File: src/rtl/pit_bus_master_if.sv
// Request/response handshake and 8254-style bus signals for pit_bus_master.
// The master modport is the initiator's view; slave is the host/PIT side.
interface pit_bus_master_if;
  logic       req_valid;
  logic       req_ready;
  logic       req_write;
  logic [1:0] req_addr;
  logic [7:0] req_wdata;
  logic       resp_valid;
  logic [7:0] resp_rdata;
  logic       cs_n;
  logic       rd_n;
  logic       wr_n;
  logic       a0;
  logic       a1;
  logic [7:0] data_out;
  logic       data_oe;
  logic [7:0] data_in;

  modport master (
    input  req_valid, req_write, req_addr, req_wdata, data_in,
    output req_ready, resp_valid, resp_rdata,
    output cs_n, rd_n, wr_n, a0, a1, data_out, data_oe
  );

  modport slave (
    output req_valid, req_write, req_addr, req_wdata, data_in,
    input  req_ready, resp_valid, resp_rdata,
    input  cs_n, rd_n, wr_n, a0, a1, data_out, data_oe
  );
endinterface

File: src/rtl/pit_bus_master.sv
// Host-side initiator turning valid/ready requests into timed 8254 bus cycles
// (SETUP -> STROBE -> HOLD), with every bus output driven straight from a flop.
module pit_bus_master #(
  parameter int SETUP_CYC  = 1,
  parameter int STROBE_CYC = 2,
  parameter int HOLD_CYC   = 1
) (
  input logic               clk,
  input logic               rst_n,
  pit_bus_master_if.master  bus
);

  if (SETUP_CYC < 1 || SETUP_CYC > 15 || STROBE_CYC < 1 || STROBE_CYC > 15 ||
      HOLD_CYC < 1 || HOLD_CYC > 15) begin : g_param_check
    $error("pit_bus_master: SETUP_CYC/STROBE_CYC/HOLD_CYC must be in 1..15");
  end

  localparam logic [3:0] SETUP_LAST  = 4'(SETUP_CYC - 1);
  localparam logic [3:0] STROBE_LAST = 4'(STROBE_CYC - 1);
  localparam logic [3:0] HOLD_LAST   = 4'(HOLD_CYC - 1);

  typedef enum logic [1:0] {
    IDLE   = 2'd0,
    SETUP  = 2'd1,
    STROBE = 2'd2,
    HOLD   = 2'd3
  } state_t;

  state_t     state_r, state_s;
  logic [3:0] phase_r, phase_s;
  logic       write_r, write_s;
  logic [1:0] addr_r, addr_s;
  logic [7:0] data_out_r, data_out_s;
  logic [7:0] resp_rdata_r, resp_rdata_s;
  logic       resp_valid_r, resp_valid_s;
  logic       req_ready_r, req_ready_s;
  logic       cs_n_r, cs_n_s;
  logic       rd_n_r, rd_n_s;
  logic       wr_n_r, wr_n_s;
  logic       data_oe_r, data_oe_s;

  // Next state, latched request fields, and the bus outputs decoded from the next state.
  always_comb begin
    state_s      = state_r;
    phase_s      = phase_r;
    write_s      = write_r;
    addr_s       = addr_r;
    data_out_s   = data_out_r;
    resp_rdata_s = resp_rdata_r;
    resp_valid_s = 1'b0;

    case (state_r)
      IDLE: begin
        if (bus.req_valid && req_ready_r) begin
          state_s = SETUP;
          phase_s = 4'd0;
          write_s = bus.req_write;
          addr_s  = bus.req_addr;
          if (bus.req_write) begin
            data_out_s = bus.req_wdata;
          end else begin
            data_out_s = data_out_r;
          end
        end else begin
          state_s = IDLE;
        end
      end
      SETUP: begin
        if (phase_r == SETUP_LAST) begin
          state_s = STROBE;
          phase_s = 4'd0;
        end else begin
          phase_s = phase_r + 4'd1;
        end
      end
      STROBE: begin
        if (phase_r == STROBE_LAST) begin
          state_s = HOLD;
          phase_s = 4'd0;
          // Read data is captured while rd_n is still low, on the edge that raises it.
          if (!write_r) begin
            resp_rdata_s = bus.data_in;
          end else begin
            resp_rdata_s = resp_rdata_r;
          end
        end else begin
          phase_s = phase_r + 4'd1;
        end
      end
      HOLD: begin
        if (phase_r == HOLD_LAST) begin
          state_s      = IDLE;
          phase_s      = 4'd0;
          resp_valid_s = 1'b1;
        end else begin
          phase_s = phase_r + 4'd1;
        end
      end
      default: begin
        state_s = IDLE;
        phase_s = 4'd0;
      end
    endcase

    req_ready_s = (state_s == IDLE);
    cs_n_s      = (state_s == IDLE);
    rd_n_s      = !((state_s == STROBE) && !write_s);
    wr_n_s      = !((state_s == STROBE) && write_s);
    data_oe_s   = (state_s != IDLE) && write_s;
  end

  // State and output registers; reset forces the idle bus immediately.
  always_ff @(posedge clk or negedge rst_n) begin
    if (!rst_n) begin
      state_r      <= IDLE;
      phase_r      <= 4'd0;
      write_r      <= 1'b0;
      addr_r       <= 2'd0;
      data_out_r   <= 8'h00;
      resp_rdata_r <= 8'h00;
      resp_valid_r <= 1'b0;
      req_ready_r  <= 1'b1;
      cs_n_r       <= 1'b1;
      rd_n_r       <= 1'b1;
      wr_n_r       <= 1'b1;
      data_oe_r    <= 1'b0;
    end else begin
      state_r      <= state_s;
      phase_r      <= phase_s;
      write_r      <= write_s;
      addr_r       <= addr_s;
      data_out_r   <= data_out_s;
      resp_rdata_r <= resp_rdata_s;
      resp_valid_r <= resp_valid_s;
      req_ready_r  <= req_ready_s;
      cs_n_r       <= cs_n_s;
      rd_n_r       <= rd_n_s;
      wr_n_r       <= wr_n_s;
      data_oe_r    <= data_oe_s;
    end
  end

  assign bus.req_ready  = req_ready_r;
  assign bus.resp_valid = resp_valid_r;
  assign bus.resp_rdata = resp_rdata_r;
  assign bus.cs_n       = cs_n_r;
  assign bus.rd_n       = rd_n_r;
  assign bus.wr_n       = wr_n_r;
  assign bus.a1         = addr_r[1];
  assign bus.a0         = addr_r[0];
  assign bus.data_out   = data_out_r;
  assign bus.data_oe    = data_oe_r;

endmodule

File: src/flat_wrapper.sv
// flat-port wrapper written by rule: the top's interface ports become plain ports
module pit_bus_master_flat 
#(
  parameter int SETUP_CYC  = 1,
  parameter int STROBE_CYC = 2,
  parameter int HOLD_CYC   = 1
)
  (clk, rst_n, bus_req_valid, bus_req_write, bus_req_addr, bus_req_wdata, bus_data_in, bus_req_ready, bus_resp_valid, bus_resp_rdata, bus_cs_n, bus_rd_n, bus_wr_n, bus_a0, bus_a1, bus_data_out, bus_data_oe);
  pit_bus_master_if bus_i ();
  input logic clk;
  input logic rst_n;
  input wire logic [$bits(bus_i.req_valid)-1:0] bus_req_valid;
  input wire logic [$bits(bus_i.req_write)-1:0] bus_req_write;
  input wire logic [$bits(bus_i.req_addr)-1:0] bus_req_addr;
  input wire logic [$bits(bus_i.req_wdata)-1:0] bus_req_wdata;
  input wire logic [$bits(bus_i.data_in)-1:0] bus_data_in;
  output wire logic [$bits(bus_i.req_ready)-1:0] bus_req_ready;
  output wire logic [$bits(bus_i.resp_valid)-1:0] bus_resp_valid;
  output wire logic [$bits(bus_i.resp_rdata)-1:0] bus_resp_rdata;
  output wire logic [$bits(bus_i.cs_n)-1:0] bus_cs_n;
  output wire logic [$bits(bus_i.rd_n)-1:0] bus_rd_n;
  output wire logic [$bits(bus_i.wr_n)-1:0] bus_wr_n;
  output wire logic [$bits(bus_i.a0)-1:0] bus_a0;
  output wire logic [$bits(bus_i.a1)-1:0] bus_a1;
  output wire logic [$bits(bus_i.data_out)-1:0] bus_data_out;
  output wire logic [$bits(bus_i.data_oe)-1:0] bus_data_oe;
  assign bus_i.req_valid = bus_req_valid;
  assign bus_i.req_write = bus_req_write;
  assign bus_i.req_addr = bus_req_addr;
  assign bus_i.req_wdata = bus_req_wdata;
  assign bus_i.data_in = bus_data_in;
  assign bus_req_ready = bus_i.req_ready;
  assign bus_resp_valid = bus_i.resp_valid;
  assign bus_resp_rdata = bus_i.resp_rdata;
  assign bus_cs_n = bus_i.cs_n;
  assign bus_rd_n = bus_i.rd_n;
  assign bus_wr_n = bus_i.wr_n;
  assign bus_a0 = bus_i.a0;
  assign bus_a1 = bus_i.a1;
  assign bus_data_out = bus_i.data_out;
  assign bus_data_oe = bus_i.data_oe;
  pit_bus_master #(.SETUP_CYC(SETUP_CYC), .STROBE_CYC(STROBE_CYC), .HOLD_CYC(HOLD_CYC)) u_core (.clk(clk), .rst_n(rst_n), .bus(bus_i));
endmodule
File: config.mk
export PLATFORM = sky130hd
export DESIGN_NAME = pit_bus_master_flat
export DESIGN_NICKNAME = d
export VERILOG_FILES = /design/src/rtl/pit_bus_master_if.sv /design/src/rtl/pit_bus_master.sv /design/src/flat_wrapper.sv
export SDC_FILE = /design/constraint.sdc
export NUM_CORES = 1
export LEC_CHECK = 0
export ABC_AREA = 0
export CAP_MARGIN = 20
export CORE_MARGIN = 2
export CORE_UTILIZATION = 47
export DETAILED_ROUTE_END_ITERATION = 12
export PLACE_DENSITY = 0.83
export SLEW_MARGIN = 10
export SYNTH_ARGS = -nofsm -noshare
export SYNTH_HDL_FRONTEND = slang
export SYNTH_SLANG_ARGS = --single-unit
File: constraint.sdc
create_clock -name clk -period 4.54 [get_ports clk]
set_input_delay 0.908 -clock clk [delete_from_list [all_inputs] [get_ports clk]]
set_output_delay 0.908 -clock clk [all_outputs]
set_load 0.01 [all_outputs]
==> flow_summary.json, run 1 <==
{
  "fin_ws_ns": 2.196,
  "die_w_um": 56.54,
  "wirelength_mm": 2.427,
  "ys_ff_latch": 30,
  "ctsResizeCount": 0,
  "critPathRequiredTime_ns": 3.63,
  "drtAntennaViolNets": 0,
  "synth-adder-area-share_pct": 2.893,
  "hold_violations": 0,
  "leakage_nw": 0.8187,
  "cts_tree": "done",
  "p_per_area_mw_per_mm2": 658.7,
  "hp-start": "u_core.write_r",
  "antenna_found_initial": 0,
  "tns_ns": 0,
  "synthSimpleGateAreaFrac_pct": 10.13,
  "post_cts_buffers": 0,
  "cp_cell_sequence": "clkdlybuf4s50_1",
  "cap_violations": 0,
  "grt_pass1_wl_mm": 3.850,
  "synth_edf_count": 0,
  "reg2regPathDepth": 5,
  "worstSetupEndpointType": "output port",
  "max_freq_mhz": 426.6,
  "tightest_slew_ns": 1.082,
  "worst-path-buf-inv": 1,
  "min_delay_path_depth": 1,
  "drive_gt1_share_pct": 24.82,
  "grt_pass1_vias": 880,
  "drc": 0,
  "synth_top_family_by_area": "multiplexers",
  "cts-root-buf": "clkbuf_4",
  "synth_top_area_cell": "dfrtp_1",
  "timing_worst_setup_path_type": "reg -> out",
  "status": "finished, final reports clean",
  "r2r-end": "u_core.phase_r[0]",
  "viasPerCell": 5.116,
  "htreeDepth": 2,
  "hp-class": "reg -> reg",
  "clk-insertion-delay-late_ns": 0.33,
  "rsz0062_at_grt": "no",
  "yosysWarnings": 0,
  "grt-ovfl-total": 0,
  "synth_commonest_cells": "dfrtp_1, mux2_2, mux2_4",
  "max_stage_delay_ns": 0.57,
  "critPathArrivalTime_ns": 1.44,
  "core_mm2": 0.002686,
  "yosysMostFrequentCell": "dfrtp_1",
  "synth_area_leaders": "dfrtp_1, mux2_2, mux2_4",
  "synth_area_per_cell_um2": 14.58,
  "nets": 165,
  "ios": 46,
  "firstDrtPassIters": 4,
  "setup_violations": 0,
  "fp.dieH_um": 56.54,
  "dr.first_iter.drc_count": 4,
  "ys_types": 31,
  "area_delta_synth_final_pct": 41.95,
  "synthArstFlopShare_pct": 100.0,
  "synth_xor_area_share_pct": 1.350,
  "yosysSeqAreaShare_pct": 58.15,
  "vias": 880,
  "ctsHoldBuffers": 0,
  "crit_path_top_delay_cell": "dfstp_2",
  "synth-compound-area-share_pct": 5.689,
  "synth_ff_type": "dfrtp_1",
  "ir_worst_vdd_mv": 0.4316,
  "worst_hold_path.endpoint": "u_core.bus.wr_n",
  "globalRouteTotalUtil_pct": 16.03,
  "reg2reg_slack_ns": 2.33,
  "cts_sinks": 30,
  "dp_slack_ns": 2.186,
  "start_util_pct": 48.30,
  "worstReg2RegStart": "u_core.phase_r[0]",
  "path_depth": 1,
  "die_area_mm2": 0.003197,
  "gp_congestion": 0.7539,
  "antenna_cells": 0,
  "crit_family": "flip-flops",
  "worstPathMaxFanout": 4,
  "portBuffers": 45,
  "finalCriticalPeriod_ns": 2.344,
  "relSlewSlack_pct": 26.91,
  "path_clk_slew_ns": 0.09,
  "row_count": 19,
  "drv_slew": 0,
  "grt_max_degree": 31,
  "clk_path_buf_depth": 2,
  "synth_fp_nets": 114,
  "synth.mux.area_fraction_pct": 18.80,
  "yosys.area.top_type_share_pct": 52.07,
  "min_period_over_period_pct": 51.63,
  "numCtsBuffers": 5,
  "critPathLaunchType": "register",
  "fin_skew_ns": 0.009867,
  "wire_per_inst_um": 14.11,
  "hpwl_mm": 1.771,
  "crit_path_start": "u_core.bus.cs_n",
  "syn-cell-area_mm2": 0.001297,
  "syn-instance-count": 89
}
-- state kept, by name, indices dropped and copies added (netlist names) --
| signal | count |
|---|---|
| u_core.bus.data_out | 8 |
| u_core.bus.resp_rdata | 8 |
| u_core.phase_r | 4 |
| u_core.addr_r | 2 |
| u_core.state_r | 2 |
| u_core.bus.cs_n | 1 |
| u_core.bus.data_oe | 1 |
| u_core.bus.rd_n | 1 |
| u_core.bus.resp_valid | 1 |
| u_core.bus.wr_n | 1 |
| u_core.write_r | 1 |
-- placed cells by master, fill, tap and decap left out, types with 2 or more instances in the layout --
cell type	n
clkdlybuf4s50_1	45
dfrtp_1	27
mux2_2	11
mux2_4	8
inv_1	5
clkbuf_4	5
ha_1	3
dfstp_2	3
nor4bb_1	2
a21oi_1	2
xnor2_1	2
nor2_1	2
nand2b_1	2
nand2_1	2
buf_4	2
-- how the worst max path moves through the flow --
stage,endpoint,slack (ns)
after floorplan,u_core.bus.data_out[0],2.75
after global placement,u_core.bus.data_out[2],2.22
after detailed placement,u_core.bus.data_out[0],2.19
after CTS,bus_cs_n,2.18
after global routing,bus_req_ready,2.14
final,bus_cs_n,2.20
-- routing by layer --
| metal | routed length, µm | vias to the layer above | global-route usage, % |
|---|---|---|---|
| li1 | - | 414 | - |
| met1 | 1009 | 438 | 18.50 |
| met2 | 1239 | 25 | 25.75 |
| met3 | 155 | 3 | 5.991 |
| met4 | 23 | 0 | 8.503 |
| met5 | 0 | - | 0 |
-- logic make-up (layout without fill, tap and decap cells) --
family	after synthesis	in the layout
flip-flops	30	30
multiplexers	19	19
AND/OR/NAND/NOR	17	17
AO/OA/AOI/OAI	10	10
buffers and inverters	8	60
adder cells (fa/ha/maj)	3	3
XOR/XNOR	2	2
-- worst register-to-register path, stage by stage, from the launching register on --
cell and delay [ns]:
dfrtp_1 0.42, inv_1 0.10, ha_1 0.14, nor4bb_1 0.91, nor3_1 0.20, mux2_2 0.33
-- layout make-up --
type                            count  area, µm²
Clock buffer                        7      55.05
Clock inverter                      1      5.005
Fill cell                         193      844.6
Inverter                            5      18.77
Multi-Input combinational cell     51      504.2
Sequential cell                    30      754.5
Tap cell                           31      38.79
Timing Repair Buffer               47      465.4
-- power by group --
part           internal (mW)  switching, mW
Combinational          0.349          0.219
Sequential             0.399         0.0828
Clock                 0.0749         0.0891
-- stage by stage --
stage / utilization (%) / cells / hold WS (ns) / cell area, µm² / total power [mW]
after floorplan: - / 89 / 0.3719 / 1297 / 0.7853
after global placement: 66.33 / 164 / 0.3849 / 1782 / 1.033
after detailed placement: 66.33 / 164 / 0.3835 / 1782 / 1.060
after CTS: 68.56 / 172 / 0.3972 / 1842 / 1.226
after global routing: 68.56 / 172 / 0.4108 / 1842 / 1.288
final: 68.56 / 172 / 0.3890 / 1842 / 1.213
Note: power is estimated with default switching activity, not from simulation.
==> run 2, diff against run 1 <==
- CORE_UTILIZATION: 47 -> 39
- PLACE_DENSITY: 0.83 -> 0.74
- clock period: 4.54 -> 2.15 ns (I/O delays scaled with it)
==> run 2 against run 1 <==
Compared with the run above: via count rose by 0.45%; utilization fell by 8.3 points; critical path type unchanged; routed wire length rose by 5.0%; largest power group unchanged; critical endpoint unchanged; worst setup slack got worse by 1.9 ns; die area rose by 19%; clock power rose by 110%; first-iteration DRC count rose to 4.3 times the previous value; clock skew rose by 0.00099 ns; non-clock buffer count rose by 1.
==> flow_summary.json, run 2 (synthesis gave the netlist of run 1 again) <==
{
  "ios": 46,
  "rsz0062_at_grt": "no",
  "min_period_over_period_pct": 86.13,
  "die_w_um": 61.68,
  "final_common_cell": "clkdlybuf4s50_1",
  "cts-root-buf": "clkbuf_4",
  "hp-class": "reg -> reg",
  "critPathArrivalTime_ns": 1.42,
  "p_sw_uw": 833.0,
  "fp.dieH_um": 61.68,
  "tightest_slew_ns": 0.4971,
  "crit_path_top_delay_cell": "dfstp_2",
  "p_seq_share_pct": 39.5,
  "ctsHoldBuffers": 0,
  "p_int_mw": 1.748,
  "start_util_pct": 41.81,
  "mostFrequentLayoutCells": "clkdlybuf4s50_1, dfrtp_1, mux2_2, mux2_4",
  "htreeDepth": 2,
  "timing_worst_setup_path_type": "reg -> out",
  "grt-ovfl-total": 0,
  "numCtsBuffers": 5,
  "die_area_mm2": 0.003804,
  "wirelength_mm": 2.548,
  "critPathRequiredTime_ns": 1.72,
  "portBuffers": 45,
  "cp_cell_sequence": "clkdlybuf4s50_1",
  "critPathLaunchType": "register",
  "gp_congestion": 0.7689,
  "wire_per_inst_um": 13.70,
  "antenna_found_initial": 0,
  "row_count": 20,
  "tns_ns": 0,
  "hpwl_mm": 1.934,
  "p_sw_share_pct": 32.27,
  "cts_tree": "done",
  "crit_family": "flip-flops",
  "relSlewSlack_pct": 66.66,
  "hold_violations": 0,
  "drive_gt1_share_pct": 26.06,
  "dr.first_iter.drc_count": 17,
  "viasPerCell": 4.753,
  "post_cts_buffers": 0,
  "firstDrtPassIters": 4,
  "p_per_area_mw_per_mm2": 1381,
  "max_stage_delay_ns": 0.56,
  "grt_pass1_wl_mm": 4.236,
  "status": "finished, final reports clean",
  "drc": 0,
  "clk_path_buf_depth": 2,
  "worst-path-buf-inv": 1,
  "final_util_pct": 60.24,
  "path_clk_slew_ns": 0.10,
  "globalRouteTotalUtil_pct": 15.79,
  "grt_max_degree": 31,
  "ctsResizeCount": 0,
  "finalCriticalPeriod_ns": 1.852,
  "grt_pass1_vias": 910,
  "antenna_cells": 0,
  "setup_violations": 0,
  "drtAntennaViolNets": 0,
  "cap_violations": 0,
  "nets": 166,
  "reg2reg_slack_ns": 0.51,
  "vias": 884,
  "max_freq_mhz": 540.0,
  "drv_slew": 0,
  "core_mm2": 0.003103,
  "worstSetupEndpointType": "output port",
  "ir_worst_vdd_mv": 0.7350,
  "fin_skew_ns": 0.01085,
  "worstPathMaxFanout": 4,
  "leakage_nw": 0.8229,
  "clk-insertion-delay-late_ns": 0.32,
  "cts_sinks": 30,
  "comb_power_share_pct": 47.0,
  "p_clk_share_pct": 13.5,
  "area_delta_synth_final_pct": 44.07
}
==> run 2: changes by cell type in the layout (fill, tap and decap cells not counted), sizes merged <==
cell      delta
buf          +1
clkbuf       -1
clkinvlp     +1
==> run 2: power by group through the flow <==
stage | clock (mW) | combinational (mW) | sequential, mW
global placement | 0 | 1.19 | 1.01
CTS | 0.364 | 1.23 | 1.02
floorplan | 0 | 0.557 | 1.10
finish | 0.349 | 1.21 | 1.02
detailed placement | 0 | 1.22 | 1.03
global route | 0.391 | 1.32 | 1.06
==> run 2: final cells by class <==
| type | count | area, µm² |
|---|---|---|
| inverters | 5 | 18.77 |
| well taps | 44 | 55.05 |
| repair buffers | 48 | 473.0 |
| fillers | 279 | 1234 |
| multi-input cells | 51 | 504.2 |
| clock inverters | 2 | 12.51 |
| flip-flops and latches | 30 | 754.5 |
| clock buffers | 6 | 51.30 |
==> run 2: per-stage QoR <==
step | std cells | total power [mW] | worst slack (ns) | instance area [µm²] | hold slack [ns]
after floorplan | 89 | 1.658 | 0.6364 | 1297 | 0.1344
after global placement | 178 | 2.202 | 0.3208 | 1805 | 0.3876
after detailed placement | 178 | 2.254 | 0.2332 | 1805 | 0.3836
after CTS | 186 | 2.611 | 0.2803 | 1869 | 0.3988
after global routing | 186 | 2.769 | 0.2343 | 1869 | 0.4230
final | 186 | 2.581 | 0.2981 | 1869 | 0.3982
==> run 2: worst paths after layout <==
| check | from | to | cells past startpoint |
|---|---|---|---|
| hold / removal | u_core.write_r | u_core.bus.wr_n | 1 |
| min in group asynchronous | rst_n | u_core.bus.data_out[5] | 2 |
| setup / recovery | u_core.bus.cs_n | bus_cs_n | 1 |
| max in group asynchronous | rst_n | u_core.bus.wr_n | 2 |
| setup reg to reg | u_core.bus.cs_n | u_core.bus.data_out[7] | 4 |
| hold reg to reg | u_core.write_r | u_core.bus.wr_n | 1 |
==> run 2: layer usage <==
metal	GRT usage (%)	part of all wire (%)	vias to the layer above
li1	-	-	418
met5	0	0	-
met1	18.35	42	430
met4	7.295	1.5	0
met3	6.092	7.1	4
met2	25.71	50	32
